**config.mk**
```make
export PLATFORM = sky130hd
export DESIGN_NAME = execute
export DESIGN_NICKNAME = d
export VERILOG_FILES = /design/src/rtl/execute.sv
export SDC_FILE = /design/constraint.sdc
export NUM_CORES = 1
export LEC_CHECK = 0
export BUFFER_PORTS_ARGS = -buffer_cell sky130_fd_sc_hd__buf_2
export CAP_MARGIN = 20
export CORE_AREA = 2 2 150 152
export CTS_CLUSTER_SIZE = 16
export DETAILED_ROUTE_END_ITERATION = 8
export DIE_AREA = 0 0 152 154
export PLACE_DENSITY = 0.87
export REMOVE_ABC_BUFFERS = 1
export SLEW_MARGIN = 20
export SYNTH_ARGS = -nofsm -noshare
export SYNTH_HDL_FRONTEND = slang
export SYNTH_SLANG_ARGS = --single-unit
```
**constraint.sdc**
```tcl
create_clock -name clk -period 4.9 [get_ports clk]
set_input_delay 0.245 -clock clk [delete_from_list [all_inputs] [get_ports clk]]
set_output_delay 0.245 -clock clk [all_outputs]
set_load 0.01 [all_outputs]
```
**src/rtl/execute.sv**
```systemverilog
// RISC-V EX stage: operand forwarding, ALU, beq resolution and the EX/MEM register.
// Branch outputs are combinational. E inputs reach the M outputs 1 cycle later. There is no backpressure and no stall; the register captures on every edge.
module execute (
  input  logic        clk,
  input  logic        rst,
  input  logic        regwriteE,
  input  logic        memwriteE,
  input  logic        branchE,
  input  logic        alusrcE,
  input  logic        resultsrcE,
  input  logic [2:0]  alucontrolE,
  input  logic [31:0] r1E,
  input  logic [31:0] r2E,
  input  logic [4:0]  RdE,
  input  logic [31:0] imm_addrE,
  input  logic [31:0] pcE,
  input  logic [31:0] pc4E,
  input  logic [31:0] ResultW,
  input  logic [1:0]  ForwardAE,
  input  logic [1:0]  ForwardBE,
  output logic        PCSrcE,
  output logic [31:0] PCTargetE,
  output logic        regwriteM,
  output logic        memwriteM,
  output logic        resultsrcM,
  output logic [31:0] ALUResultM,
  output logic [31:0] WriteDataM,
  output logic [4:0]  RdM,
  output logic [31:0] pc4M
);

  typedef struct packed {
    logic        regwrite;
    logic        memwrite;
    logic        resultsrc;
    logic [31:0] alu_result;
    logic [31:0] write_data;
    logic [4:0]  rd;
    logic [31:0] pc4;
  } exmem_t;

  exmem_t      exmem_d, exmem_q;
  logic [31:0] src_a, src_b, write_data, alu_result;
  logic        zero;

  // Code 11 is never issued by the hazard unit; it falls back to the register-file value.
  always_comb begin
    src_a = r1E;
    case (ForwardAE)
      2'b01:   src_a = ResultW;
      2'b10:   src_a = exmem_q.alu_result;
      default: src_a = r1E;
    endcase
  end

  always_comb begin
    write_data = r2E;
    case (ForwardBE)
      2'b01:   write_data = ResultW;
      2'b10:   write_data = exmem_q.alu_result;
      default: write_data = r2E;
    endcase
  end

  assign src_b = alusrcE ? imm_addrE : write_data;

  always_comb begin
    alu_result = 32'h0;
    case (alucontrolE)
      3'b000:  alu_result = src_a + src_b;
      3'b001:  alu_result = src_a - src_b;
      3'b010:  alu_result = src_a & src_b;
      3'b011:  alu_result = src_a | src_b;
      3'b101:  alu_result = ($signed(src_a) < $signed(src_b)) ? 32'h1 : 32'h0;
      default: alu_result = 32'h0;
    endcase
  end

  assign zero = (alu_result == 32'h0);

  // The branch outputs are gated by reset so that fetch sees no redirect while the pipe is held.
  assign PCSrcE    = rst & branchE & zero;
  assign PCTargetE = rst ? (pcE + imm_addrE) : 32'h0;

  always_comb begin
    exmem_d            = '0;
    exmem_d.regwrite   = regwriteE;
    exmem_d.memwrite   = memwriteE;
    exmem_d.resultsrc  = resultsrcE;
    exmem_d.alu_result = alu_result;
    exmem_d.write_data = write_data;
    exmem_d.rd         = RdE;
    exmem_d.pc4        = pc4E;
  end

  always_ff @(posedge clk or negedge rst) begin
    if (!rst) exmem_q <= '0;
    else      exmem_q <= exmem_d;
  end

  assign regwriteM  = exmem_q.regwrite;
  assign memwriteM  = exmem_q.memwrite;
  assign resultsrcM = exmem_q.resultsrc;
  assign ALUResultM = exmem_q.alu_result;
  assign WriteDataM = exmem_q.write_data;
  assign RdM        = exmem_q.rd;
  assign pc4M       = exmem_q.pc4;

endmodule

```
==> load_flow_metrics.sql <==
INSERT INTO impl_metrics (metric_group, metric, value, unit) VALUES
('place', 'globalplace.congestion', '1.052', ''),
('critical_path', 'worstPathArrival', '4.77', 'ns'),
('die', 'std_cell_rows', '54', ''),
('critical_path', 'start_kind', 'flop', ''),
('routing', 'routed-wl-met3', '4572', 'um'),
('sta', 'worst_pin_slew', '1.043', 'ns'),
('synthesis', 'synth_cell_type_count', '92', ''),
('routing', 'top_layer_used', 'met4', ''),
('power', 'finalPower', '4384', 'uW'),
('critical_path', 'required', '4.66', 'ns'),
('sta', 'final.period_utilization', '102.4', '%'),
('clock_tree', 'clock_latency', '0.39', 'ns'),
('global_routing', 'grt_antenna_before_repair', '4', ''),
('global_routing', 'globalRoute.totalOverflow', '0', ''),
('clock_tree', 'cts.sinks', '104', ''),
('cells_and_area', 'final_design_area_no_fill', '0.01639', 'mm^2'),
('clock_tree', 'htree_num_levels', '3', ''),
('die', 'floorplan.die.height', '154', 'um'),
('critical_path', 'regToRegSetupSlack', '0.78', 'ns'),
('synthesis', 'synth.largest_area_cell', 'dfrtp_1', ''),
('critical_path', 'worst_path_max_delay_cell', 'dfrtp_1', ''),
('sta', 'clock_skew', '0.02146', 'ns'),
('place', 'port-buffer-count', '347', ''),
('routing', 'detail_route.vias_per_cell', '5.983', ''),
('critical_path', 'crit_path_max_fanout', '3', ''),
('synthesis', 'synth_edf_count', '0', ''),
('die', 'die_area', '0.02341', 'mm^2'),
('die', 'die_width', '152', 'um'),
('routing', 'wirelength', '48970', 'um'),
('synthesis', 'synth-seq-cells', '104', ''),
('power', 'total_switching_power', '1911', 'uW'),
('critical_path', 'critPathMaxStageDelay', '0.43', 'ns'),
('synthesis', 'post_synth_inst_count', '1504', ''),
('cells_and_area', 'area_taken_by_flip_flops_and_latches', '0.002603', 'mm^2'),
('sta', 'slew_violations', '0', ''),
('routing', 'detail_route.drc_violations', '0', ''),
('outcome', 'violations', 'setup timing', ''),
('critical_path', 'crit_path_start', 'ALUResultM[0]', ''),
('power', 'netSwitchingFraction', '43.58', '%'),
('clock_tree', 'max_clock_buf_depth', '2', ''),
('critical_path', 'r2r-end', 'ALUResultM[31]', ''),
('routing', 'wl_met1', '19500', 'um'),
('sta', 'tns', '-0.1186', 'ns'),
('synthesis', 'yosys_warnings', '0', ''),
('sta', 'setup-violations-final', '1', ''),
('outcome', 'run_status', 'finished with violations', ''),
('synthesis', 'post_synth_instance_area', '0.01153', 'mm^2'),
('power', 'power.share.clock', '19.2', '%'),
('job', 'max-cap-violations', '0', ''),
('sta', 'postLayoutSetupSlackWorst', '-0.1186', 'ns'),
('routing', 'detail_route.iter0.violations', '1587', ''),
('power', 'power.combinational.fraction', '58.0', '%'),
('critical_path', 'crit_type', 'flop to output port', ''),
('place', 'hpwl', '37710', 'um'),
('sta', 'unrepaired_setup_endpoints_after_global_routing', 'true', ''),
('worst_hold_path', 'holdCritPathClass', 'primary input to flop', ''),
('clock_tree', 'tritoncts', 'yes', ''),
('sta', 'maxClockFrequency', '199.3', 'MHz'),
('die', 'core_region_area', '0.02169', 'mm^2'),
('sta', 'timing.max_slew.rel_slack', '30.41', '%'),
('critical_path', 'endpoint', 'PCSrcE', ''),
('power', 'p_seq_share', '22.8', '%'),
('die', 'initial_core_util', '53.16', '%'),
('synthesis', 'share_of_the_yosys_chip_area_belonging_to_registers', '22.57', '%'),
('synthesis', 'yosys.area.top_type_share', '22.57', '%'),
('power', 'ir_drop', '156.3', 'uV'),
('critical_path', 'setup.worst_path.end_class', 'output port', ''),
('critical_path', 'r2r_start', 'ALUResultM[7]', ''),
('clock_tree', 'clk_transition_reported_paths', '0.10', 'ns'),
('critical_path', 'timing.critical_path.depth', '20', ''),
('global_routing', 'maximum_number_of_pins_on_one_net_before_global_route_repair', '53', '');
-- layer usage --
| layer | track usage (%) | vias up |
|---|---|---|
| li1 | - | 6533 |
| met1 | 51.43 | 6726 |
| met2 | 68.02 | 839 |
| met3 | 7.300 | 154 |
| met4 | 15.09 | 0 |
| met5 | 0 | - |
-- worst min-delay path by stage --
stage                       start             end  slack [ns]  depth (start not counted)
after CTS                  r2E[1]   WriteDataM[1]        0.08                          3
after global routing      r2E[30]  WriteDataM[30]        0.09                          3
after global placement        rst   ALUResultM[0]        0.16                          1
after floorplan               rst   ALUResultM[0]       -0.05                          0
after detailed placement      rst   WriteDataM[0]        0.17                          1
final                      r2E[1]   WriteDataM[1]        0.08                          3
-- layout make-up --
class	instances	area share, %
clock buffers	9	1.374
inverters	151	3.459
repair buffers	666	26.35
flip-flops and latches	104	15.88
multi-input cells	1162	50.18
clock inverters	7	0.5727
diodes	3	0.04582
well taps	280	2.138
-- Yosys cell counts (15+ instances only) --
| library cell | n |
|---|---|
| dfrtp_1 | 104 |
| o21a_1 | 15 |
| a22oi_1 | 68 |
| nor2_1 | 116 |
| a21o_1 | 31 |
| nand3_1 | 24 |
| ha_1 | 143 |
| clkbuf_1 | 50 |
| and2_1 | 31 |
| inv_1 | 150 |
| xnor2_1 | 30 |
| nand2_1 | 131 |
| nor3_1 | 31 |
| a211oi_1 | 26 |
| nor2b_1 | 18 |
| o21ai_0 | 121 |
| a21oi_1 | 125 |
-- tightest hold or removal path, delay by kind of cell --
kind / cells / cell delay, ns
AOI/OAI and AO/OA: 1 / 0.06
buffers and inverters: 2 / 0.14
-- placed cells by master, fill, tap and decap left out, types with 13 or more instances in the layout --
| cell type | n |
|---|---|
| a21oi_1 | 117 |
| nand2_1 | 131 |
| buf_4 | 269 |
| and2_1 | 31 |
| dfrtp_1 | 104 |
| nor2_1 | 114 |
| o21ai_0 | 114 |
| o211ai_1 | 14 |
| o21a_1 | 15 |
| dlygate4sd3_1 | 41 |
| xnor2_1 | 30 |
| nand3_1 | 22 |
| ha_1 | 134 |
| a211oi_1 | 20 |
| nor3_1 | 29 |
| inv_1 | 150 |
| a21o_1 | 31 |
| buf_2 | 346 |
| o31ai_1 | 13 |
| nor2b_1 | 17 |
| a22oi_1 | 67 |
| and3_1 | 14 |
-- metrics by stage --
stage / worst slack, ns / instances / hold slack (ns) / utilization (%)
floorplan: -0.1980 / 1417 / -0.05059 / -
global placement: -0.3566 / 2316 / 0.1610 / 70.44
detailed placement: -0.3741 / 2316 / 0.1683 / 70.44
CTS: -0.01073 / 2379 / 0.08004 / 75.23
global route: -0.4036 / 2382 / 0.09418 / 75.55
finish: -0.1186 / 2382 / 0.08324 / 75.55
-- power by group through the flow --
stage,clock network [uW],logic (uW),registers [uW]
6_report,843,2540,1000
3_5_place_dp,0,2330,1010
5_1_grt,868,2720,1010
2_1_floorplan,0,1170,1050
4_1_cts,833,2450,996
3_3_place_gp,0,2290,1010
-- cells by family after synthesis --
family	Yosys count	share of synthesized area [%]
multiplexers	9	0.8900
AO/OA/AOI/OAI	527	29.88
AND/OR/NAND/NOR	440	18.70
XOR/XNOR	40	3.039
flip-flops	104	22.57
adder cells (fa/ha/maj)	146	16.04
buffers and inverters	238	8.878
-- sequential cells by signal (all words and copies together) (netlist names) --
name,count
WriteDataM,32
memwriteM,1
resultsrcM,1
regwriteM,1
ALUResultM,32
RdM,5
pc4M,32
-- timing repair --
| item | 4_1_cts | 5_1_grt |
|---|---|---|
| hold endpoints to repair | 66 | 0 |
| hold buffers | 41 | 0 |
| pin swaps | 20 | 4 |
| buffers inserted | 6 | 0 |
| endpoints found under the setup margin | 1 | 1 |
| resized for setup | 54 | 13 |
Note: power is estimated with default switching activity, not from simulation.
